==> config.mk <==
export PLATFORM = sky130hd
export DESIGN_NAME = uart_tx_scheduler
export DESIGN_NICKNAME = d
export VERILOG_FILES = /design/src/rtl/uart_pkg.sv /design/src/rtl/rr_arbiter.sv /design/src/rtl/uart_tx_scheduler.sv
export SDC_FILE = /design/constraint.sdc
export NUM_CORES = 1
export LEC_CHECK = 0
export CORE_MARGIN = 10
export CORE_UTILIZATION = 54
export DETAILED_ROUTE_END_ITERATION = 16
export GPL_TIMING_DRIVEN = 1
export HOLD_SLACK_MARGIN = 0.15
export PLACE_DENSITY = 0.85
export SETUP_SLACK_MARGIN = 0.15
export SLEW_MARGIN = 20
export SYNTH_ARGS = -nofsm -noshare
export SYNTH_HDL_FRONTEND = slang
export SYNTH_HIERARCHICAL = 1
export SYNTH_SLANG_ARGS = --single-unit
export TNS_END_PERCENT = 20
==> constraint.sdc <==
create_clock -name clk -period 5.95 [get_ports clk]
set_clock_uncertainty 0.2 [all_clocks]
set_input_delay 0.8925 -clock clk [delete_from_list [all_inputs] [get_ports clk]]
set_output_delay 0.8925 -clock clk [all_outputs]
set_load 0.005 [all_outputs]
==> src/rtl/uart_pkg.sv <==
// Shared UART constants and transmit FSM state encoding.
package uart_pkg;

  localparam int unsigned NB_DATA_DEF    = 8;
  localparam int unsigned OVERSAMPLE_DEF = 16;
  localparam int unsigned SB_TICK_DEF    = 16;

  localparam logic [1:0] IDLE  = 2'd0;
  localparam logic [1:0] START = 2'd1;
  localparam logic [1:0] DATA  = 2'd2;
  localparam logic [1:0] STOP  = 2'd3;

  typedef enum logic [1:0] {
    ST_IDLE  = IDLE,
    ST_START = START,
    ST_DATA  = DATA,
    ST_STOP  = STOP
  } state_e;

endpackage

==> src/rtl/rr_arbiter.sv <==
// Round-robin pick: first request found searching upward from i_last+1, wrapping.
module rr_arbiter #(
  parameter int unsigned N_REQ = 4,
  parameter int unsigned NB_ID = $clog2(N_REQ)
) (
  input  logic [N_REQ-1:0] i_req,
  input  logic [NB_ID-1:0] i_last,
  output logic             o_valid_c,
  output logic [N_REQ-1:0] o_grant_c,
  output logic [NB_ID-1:0] o_grant_id_c
);

  logic [NB_ID-1:0] idx;

  // Walk the N_REQ candidates in priority order; the first asserted one wins.
  always_comb begin
    o_valid_c    = 1'b0;
    o_grant_c    = '0;
    o_grant_id_c = '0;
    idx          = '0;
    for (int unsigned k = 1; k <= N_REQ; k++) begin
      idx = NB_ID'((32'(i_last) + k) % N_REQ);
      if (!o_valid_c && i_req[idx]) begin
        o_valid_c      = 1'b1;
        o_grant_c[idx] = 1'b1;
        o_grant_id_c   = idx;
      end
    end
  end

endmodule

==> src/rtl/uart_tx_scheduler.sv <==
// Shares one UART TX line among N_REQ byte producers with round-robin arbitration.
module uart_tx_scheduler
  import uart_pkg::*;
#(
  parameter int unsigned NB_DATA    = NB_DATA_DEF,
  parameter int unsigned N_REQ      = 4,
  parameter int unsigned OVERSAMPLE = OVERSAMPLE_DEF,
  parameter int unsigned SB_TICK    = SB_TICK_DEF,
  parameter int unsigned NB_ID      = $clog2(N_REQ)
) (
  input  logic                     clk,
  input  logic                     i_rst,
  input  logic                     i_tick,
  input  logic [N_REQ-1:0]         i_req,
  input  logic [N_REQ*NB_DATA-1:0] i_data,
  output logic [N_REQ-1:0]         o_ack,
  output logic [NB_ID-1:0]         o_grant_id,
  output logic                     o_busy,
  output logic                     o_tx
);

  localparam int unsigned TICK_MAX = (OVERSAMPLE > SB_TICK) ? OVERSAMPLE : SB_TICK;
  localparam int unsigned TW       = $clog2(TICK_MAX);
  localparam int unsigned BW       = $clog2(NB_DATA + 1);

  state_e             state_q, state_d;
  logic [TW-1:0]      tick_q, tick_d;
  logic [BW-1:0]      bit_q, bit_d;
  logic [NB_DATA-1:0] shift_q, shift_d;
  logic [N_REQ-1:0]   ack_q, ack_d;
  logic [NB_ID-1:0]   gid_q, gid_d;
  logic [NB_ID-1:0]   last_q, last_d;
  logic               busy_q, busy_d;
  logic               tx_q, tx_d;

  logic               arb_valid;
  logic [N_REQ-1:0]   arb_gnt;
  logic [NB_ID-1:0]   arb_id;
  logic [NB_DATA-1:0] sel_byte;

  rr_arbiter #(
    .N_REQ (N_REQ),
    .NB_ID (NB_ID)
  ) u_arb (
    .i_req        (i_req),
    .i_last       (last_q),
    .o_valid_c    (arb_valid),
    .o_grant_c    (arb_gnt),
    .o_grant_id_c (arb_id)
  );

  // One-hot mux of the granted requester's byte.
  always_comb begin
    sel_byte = '0;
    for (int unsigned k = 0; k < N_REQ; k++) begin
      if (arb_gnt[k]) sel_byte = sel_byte | i_data[k*NB_DATA +: NB_DATA];
    end
  end

  // Next-state, counters and registered-output precompute.
  always_comb begin
    state_d = state_q;
    tick_d  = tick_q;
    bit_d   = bit_q;
    shift_d = shift_q;
    ack_d   = '0;
    gid_d   = gid_q;
    last_d  = last_q;
    tx_d    = 1'b1;
    busy_d  = 1'b0;

    unique case (state_q)
      ST_IDLE: begin
        tick_d = '0;
        bit_d  = '0;
        if (arb_valid) begin
          state_d = ST_START;
          shift_d = sel_byte;
          ack_d   = arb_gnt;
          gid_d   = arb_id;
          last_d  = arb_id;
        end
      end
      ST_START: begin
        if (i_tick) begin
          if (tick_q == TW'(OVERSAMPLE - 1)) begin
            tick_d  = '0;
            state_d = ST_DATA;
          end else begin
            tick_d = tick_q + TW'(1);
          end
        end
      end
      ST_DATA: begin
        if (i_tick) begin
          if (tick_q == TW'(OVERSAMPLE - 1)) begin
            tick_d  = '0;
            shift_d = shift_q >> 1;
            if (bit_q == BW'(NB_DATA - 1)) begin
              bit_d   = '0;
              state_d = ST_STOP;
            end else begin
              bit_d = bit_q + BW'(1);
            end
          end else begin
            tick_d = tick_q + TW'(1);
          end
        end
      end
      ST_STOP: begin
        if (i_tick) begin
          if (tick_q == TW'(SB_TICK - 1)) begin
            tick_d  = '0;
            state_d = ST_IDLE;
          end else begin
            tick_d = tick_q + TW'(1);
          end
        end
      end
      default: state_d = ST_IDLE;
    endcase

    // Line level follows the state being entered so o_tx falls with the grant.
    if (state_d == ST_START)     tx_d = 1'b0;
    else if (state_d == ST_DATA) tx_d = shift_d[0];
    busy_d = (state_d != ST_IDLE);
  end

  // State and output registers; reset forces the line idle immediately.
  always_ff @(posedge clk or posedge i_rst) begin
    if (i_rst) begin
      state_q <= ST_IDLE;
      tick_q  <= '0;
      bit_q   <= '0;
      shift_q <= '0;
      ack_q   <= '0;
      gid_q   <= '0;
      last_q  <= NB_ID'(N_REQ - 1);
      busy_q  <= 1'b0;
      tx_q    <= 1'b1;
    end else begin
      state_q <= state_d;
      tick_q  <= tick_d;
      bit_q   <= bit_d;
      shift_q <= shift_d;
      ack_q   <= ack_d;
      gid_q   <= gid_d;
      last_q  <= last_d;
      busy_q  <= busy_d;
      tx_q    <= tx_d;
    end
  end

  assign o_ack      = ack_q;
  assign o_grant_id = gid_q;
  assign o_busy     = busy_q;
  assign o_tx       = tx_q;

endmodule

======== Word level (Yosys, flattened, before mapping) ========
Cells that the tools add are included.
W data, S select, Z words.
word-level totals
  logic and storage cells ................. 114
  register bits ........................... 28
cells by class
  muxes and demuxes ....................... 56
  order comparisons ....................... 8
  equality and inequality tests ........... 11
  bitwise logic cells ..................... 6
  reduce and logical (&&, ||, !) cells .... 17
  $add $sub $neg .......................... 6
operator list
  kind                   number
  $mux W8                7
  $mux W4                11
  $mux W2                12
  $or A8 B8 Y8           3
  $pmux W4 S2            2
  $pmux W8 S2            1
  $mux W1                14
  $lt A2 B3 Y1 const B   4
  $or A4 B4 Y4           3
  $add A4 B1 Y4 const B  2
  $bmux W1 S2            4
  $demux W1 S2           4
  $ge A2 B1 Y1 const B   4
  $pmux W2 S4            1
  $logic_and A1 B1 Y1    7
  $eq A2 B2 Y1 const B   3
  $ne A2 B2 Y1 const B   3
  $add A2 B1 Y2 const B  2
  $add A2 B2 Y2 const B  2
  $eq A2 B1 Y1 const B   2
  $eq A4 B3 Y1 const B   1
  $eq A4 B4 Y1 const B   1
  $reduce_and A4 Y1      1
  $reduce_bool A2 Y1     2
  other kinds (6)        8

======== Longest topological paths before layout ========
  word-level depth ........................ 24
  depth in mapped cells ................... 14
  gate-level depth less buffers ........... 10

======== Modules after synthesis ========
Netlist, hierarchy kept.
modules (own cells, without submodules)
  module             instances  area an instance (um2)  cells an instance
  uart_tx_scheduler  1          1430.1                  138
  rr_arbiter         1          631.9                   85

======== Worst setup path before layout ========
Ideal clock, no wire load.
  kind .................................... register -> register
  from .................................... register last_q[0]
  to ...................................... register shift_q[7]
  arrival ................................. 3.084 ns
  slack ................................... 2.541 ns
  setup time .............................. 0.125 ns
  stages on the path, launching flop included .. 14
  data required time ...................... 5.625 ns
  clock period less this slack ............ 3.409 ns
  cell sequence ........................... dfstp_2 -> buf_6 -> buf_2 -> inv_1 -> ha_1 -> clkbuf_1 -> inv_1 -> a31oi_1 -> o31ai_1 -> or3_1 -> clkbuf_1 -> a22o_1 -> a221oi_1 -> o2bb2ai_1
between the ends
  longest elaborated chain between the ends .. 22
  elaborated cells between the ends (all ways) .. 60
RTL lines
  what                                                                   RTL line                  source
  from (decl)                                                            uart_tx_scheduler.sv:32   logic [NB_ID-1:0] last_q, last_d;
  from (signal assigned)                                                 uart_tx_scheduler.sv:138  last_q <= NB_ID'(N_REQ - 1);
  from (signal assigned)                                                 uart_tx_scheduler.sv:148  last_q <= last_d;
  parallel branches: the longest is 12 deep, another holds $lt A2 B3 Y1  -
  $mux W4 *                                                              rr_arbiter.sv:23          if (!o_valid_c && i_req[idx]) begin
  net arb_gnt[0]                                                         uart_tx_scheduler.sv:37   logic [N_REQ-1:0] arb_gnt;
  $mux W8 *                                                              uart_tx_scheduler.sv:56   if (arb_gnt[k]) sel_byte = sel_byte | i_data[k*NB_DATA +: NB_DATA];
  $or A8 B8 Y8                                                           uart_tx_scheduler.sv:56
  $mux W8 *                                                              uart_tx_scheduler.sv:56
  $or A8 B8 Y8                                                           uart_tx_scheduler.sv:56
  $mux W8 *                                                              uart_tx_scheduler.sv:56
  $or A8 B8 Y8                                                           uart_tx_scheduler.sv:56
  $mux W8 *                                                              uart_tx_scheduler.sv:56
  $mux W8 *                                                              uart_tx_scheduler.sv:76   if (arb_valid) begin
  $pmux W8 S2 *                                                          uart_tx_scheduler.sv:72   unique case (state_q)
  to (signal assigned)                                                   uart_tx_scheduler.sv:145  shift_q <= shift_d;
  to (decl)                                                              uart_tx_scheduler.sv:29   logic [NB_DATA-1:0] shift_q, shift_d;
Mark *: on every way through the listed nets, which the timed path passes. The select of a mux whose other input is x is not followed.
A chain may end at the register's enable or synchronous reset.

======== Worst setup path in the final report ========
  from .................................... register last_q[0]
  to ...................................... register shift_q[3]
between the ends
  elaborated cells between the ends (all ways) .. 60
RTL lines
  what                                                                   RTL line
  parallel branches: the longest is 12 deep, another holds $lt A2 B3 Y1  -
  $mux W4 *                                                              rr_arbiter.sv:23
  net arb_gnt[2]                                                         uart_tx_scheduler.sv:37
  $mux W8 *                                                              uart_tx_scheduler.sv:56
  $or A8 B8 Y8                                                           uart_tx_scheduler.sv:56
  $mux W8 *                                                              uart_tx_scheduler.sv:56
  $mux W8 *                                                              uart_tx_scheduler.sv:76
  $pmux W8 S2 *                                                          uart_tx_scheduler.sv:72
Marks and branches as above.

==> run_results.csv <==
group,metric,value,unit
yosys,yosysSeqAreaShare,34.2,%
flow_run,maxCapViolCount,0,
floorplan,die_y,81.8,um
clock_network,htree_levels,1,
floorplan,fp.dieArea,6690,um^2
yosys,synth_edf_count,0,
timing,slew_headroom,34.8,%
yosys,ys_warn_count,6,
floorplan,start_util,55.9,%
yosys,synth_area_per_cell,9.25,um^2
power_and_ir_drop,p_sw,473,uW
route,wl_per_cell,17.6,um
floorplan,die_w,81.8,um
route,finalWirelength,5370,um
worst_setup_path,worstSetupPathType,"reg2reg",
final_layout,seqCellArea,704,um^2
worst_setup_path,path_buf_inv,2,
final_layout,n_fill_cell,296,
route,drtIter0Drc,154,
timing,max_freq,268,MHz
power_and_ir_drop,power_leakage,1.05,nW
yosys,synthCells,223,
floorplan,ios,47,
clock_network,root_buffer,"clkbuf_8",
power_and_ir_drop,power.internal,591,uW
clock_network,numCtsBuffers,3,
worst_setup_path,critPathMaxStageDelay,800,ps
final_layout,fin_nets,307,
placed_design,gp_congestion,0.939,
power_and_ir_drop,power_density,420,nW/um^2
route,drt-vias-per-instance,6.28,
grt,antenna_found_initial,0,
power_and_ir_drop,p_seq_share,32.4,%
clock_network,clockBufferDepth,2,
worst_setup_path,cpMaxStageDelayCell,"dfstp_2",
final_layout,layout-drive-gt1-share,7.00,%
yosys,yosys_most_used_dff,"dfrtp_1",
placed_design,placed_area,2480,um^2
yosys,syn-num-nets,272,
clock_network,clk_pin_slew,100,ps
power_and_ir_drop,switching_share,44.5,%
final_layout,multi_input_area,1210,um^2
final_layout,diodes,0,
power_and_ir_drop,totalPowerFinal,1.06,mW
route,drt_pass1_iterations,5,
grt,grt_pass1_wl,8560,um
clock_network,cts_resized,0,
final_layout,syn2layout_area_growth,22.8,%
min_path,hold_path_class,"reg2reg",
clock_network,post_cts_buffers,0,
route,via_count,1915,
outcome,outcome,"finished, final reports clean",
floorplan,core_area,3690,um^2
timing,finalSetupTns,0,ps
worst_setup_path,cp-end-kind,"register",
power_and_ir_drop,pwr-share-comb,56.5,%
grt,grt_usage,15.9,%
final_layout,final_cell_mix,"46 x clkdlybuf4s50_1, 25 x dfrtp_1, 23 x nand2_1, 14 x a22oi_1, 13 x a21oi_1",
timing,finalSetupViolations,0,
timing,period_needed,3740,ps
yosys,async_flop_share,100,%
timing,finalHoldViolations,0,
worst_setup_path,crit_fanout,21,
grt,grt_max_degree,29,
worst_setup_path,path_cells,"inv_1, ha_1, inv_1, a31oi_1, o31ai_1, a2111o_1, a22oi_1, a21oi_1, a221o_1",
timing,worstMarginPinSlew,972,ps
clock_network,cts_tree,"built",
clock_network,holdBufCountCts,0,
final_layout,final_common_cell,"clkdlybuf4s50_1",
route,drc,0,
clock_network,clock-sinks,28,
worst_setup_path,worstSetupStartpointType,"register",
timing,grt_setup_unrepaired,"false",
worst_setup_path,path_delay_family,"compound AO/OA/AOI/OAI gates",
worst_setup_path,worst_ep_required_time,5920,ps
final_layout,postLayoutCoreUtil,68.7,%
yosys,synth.distinct_cells,54,
power_and_ir_drop,p_clk_share,11.0,%
clock_network,clkLatencyLatePin,280,ps
route,antenna_left,0,
yosys,synth-seq-cells,28,
worst_setup_path,cp_data_arrival_time,3710,ps
timing,fin_crit_sh,62.8,%
yosys,netlist_area,2060,um^2
grt,grt_pass1_vias,1779,
grt,grt_overflow,0,
placed_design,port_buffers,46,
timing,slew_violations,0,
placed_design,place_hpwl,4050,um
final_layout,final_area,2530,um^2
power_and_ir_drop,vdd_drop_max,0.244,mV
floorplan,rows,22,
worst_setup_path,cpMostUsedCell,"inv_1",
[tightest hold or removal path, cell delays in order (launching register included)]
cell and delay (ps):
dfrtp_1 350, nand2_1 50, nand2_1 60
[state kept, by name (all words and copies together), names as in the netlist]
signal      flops
bit_q           4
last_q          2
o_ack           4
o_busy          1
o_grant_id      2
o_tx            1
shift_q         8
state_q         2
tick_q          4
[cell type report]
cell class	count	area share (%)
clock buffers	4	2.17
flip-flops and latches	28	27.8
repair buffers	46	18.2
inverters	10	1.48
multi-input cells	169	48.0
well taps	48	2.37
[cells by family (layout without fill, tap and decap cells)]
kind of cell / after synthesis / after routing / synth area share, %
simple gates: 73 / 73 / 19.7
fa+ha+maj: 10 / 10 / 6.07
compound gates: 77 / 77 / 27.6
mux: 8 / 8 / 5.16
buf+inv: 26 / 60 / 6.92
flops: 28 / 28 / 34.2
xor+xnor: 1 / 1 / 0.425
[per-layer routing]
layer  wire [um]  part of all wire (%)  track usage, %
met3         379                   7.1            3.06
met2        2500                    46            25.5
met5           0                     0               0
met4          82                   1.5            5.27
met1        2410                    45            21.0
[path summary, 6_finish.rpt]
path                                from       endpoint  slack [ps]  cells past startpoint
setup / recovery               last_q[0]     shift_q[3]        2210                      9
hold reg to reg            o_grant_id[0]  o_grant_id[0]         280                      2
max in group asynchronous          i_rst      tick_q[3]        4280                      2
hold / removal             o_grant_id[0]  o_grant_id[0]         280                      2
min in group asynchronous          i_rst       bit_q[2]         820                      2
setup reg to reg               last_q[0]     shift_q[3]        2210                      9
[per-stage QoR]
stage	hold WS (ps)	setup slack (ps)	cells
floorplan	243	2540	223
CTS	284	2250	305
detailed placement	262	2060	301
global placement	264	2100	301
finish	279	2210	305
global route	303	2050	305
[power groups by stage]
stage	clock, mW	combinational, mW	sequential (mW)
4_1_cts	0.120	0.598	0.344
5_1_grt	0.129	0.661	0.357
2_1_floorplan	0	0.487	0.311
3_3_place_gp	0	0.582	0.345
6_report	0.117	0.601	0.345
3_5_place_dp	0	0.596	0.347
[cell usage after synthesis, types with 3 or more instances]
cell	instances	area share [%]
nor2_1	11	2.0
ha_1	10	6.1
o31ai_1	4	1.5
nand3_1	4	0.97
dfstp_2	3	3.8
buf_6	4	2.2
a211oi_1	3	1.1
and3_1	5	1.5
nand2_1	23	4.2
or3_1	5	1.5
a221o_1	6	2.9
a31oi_1	6	1.8
dfrtp_1	25	30
mux2i_1	5	2.4
a21o_1	3	1.1
buf_2	3	0.73
clkbuf_1	7	1.3
a2111o_1	4	2.2
nand4_1	6	1.8
inv_1	10	1.8
a22oi_1	14	5.1
nand2b_1	4	1.2
a21oi_1	13	3.2
o21ai_0	8	1.9
Power figures use the tool's default switching activity.
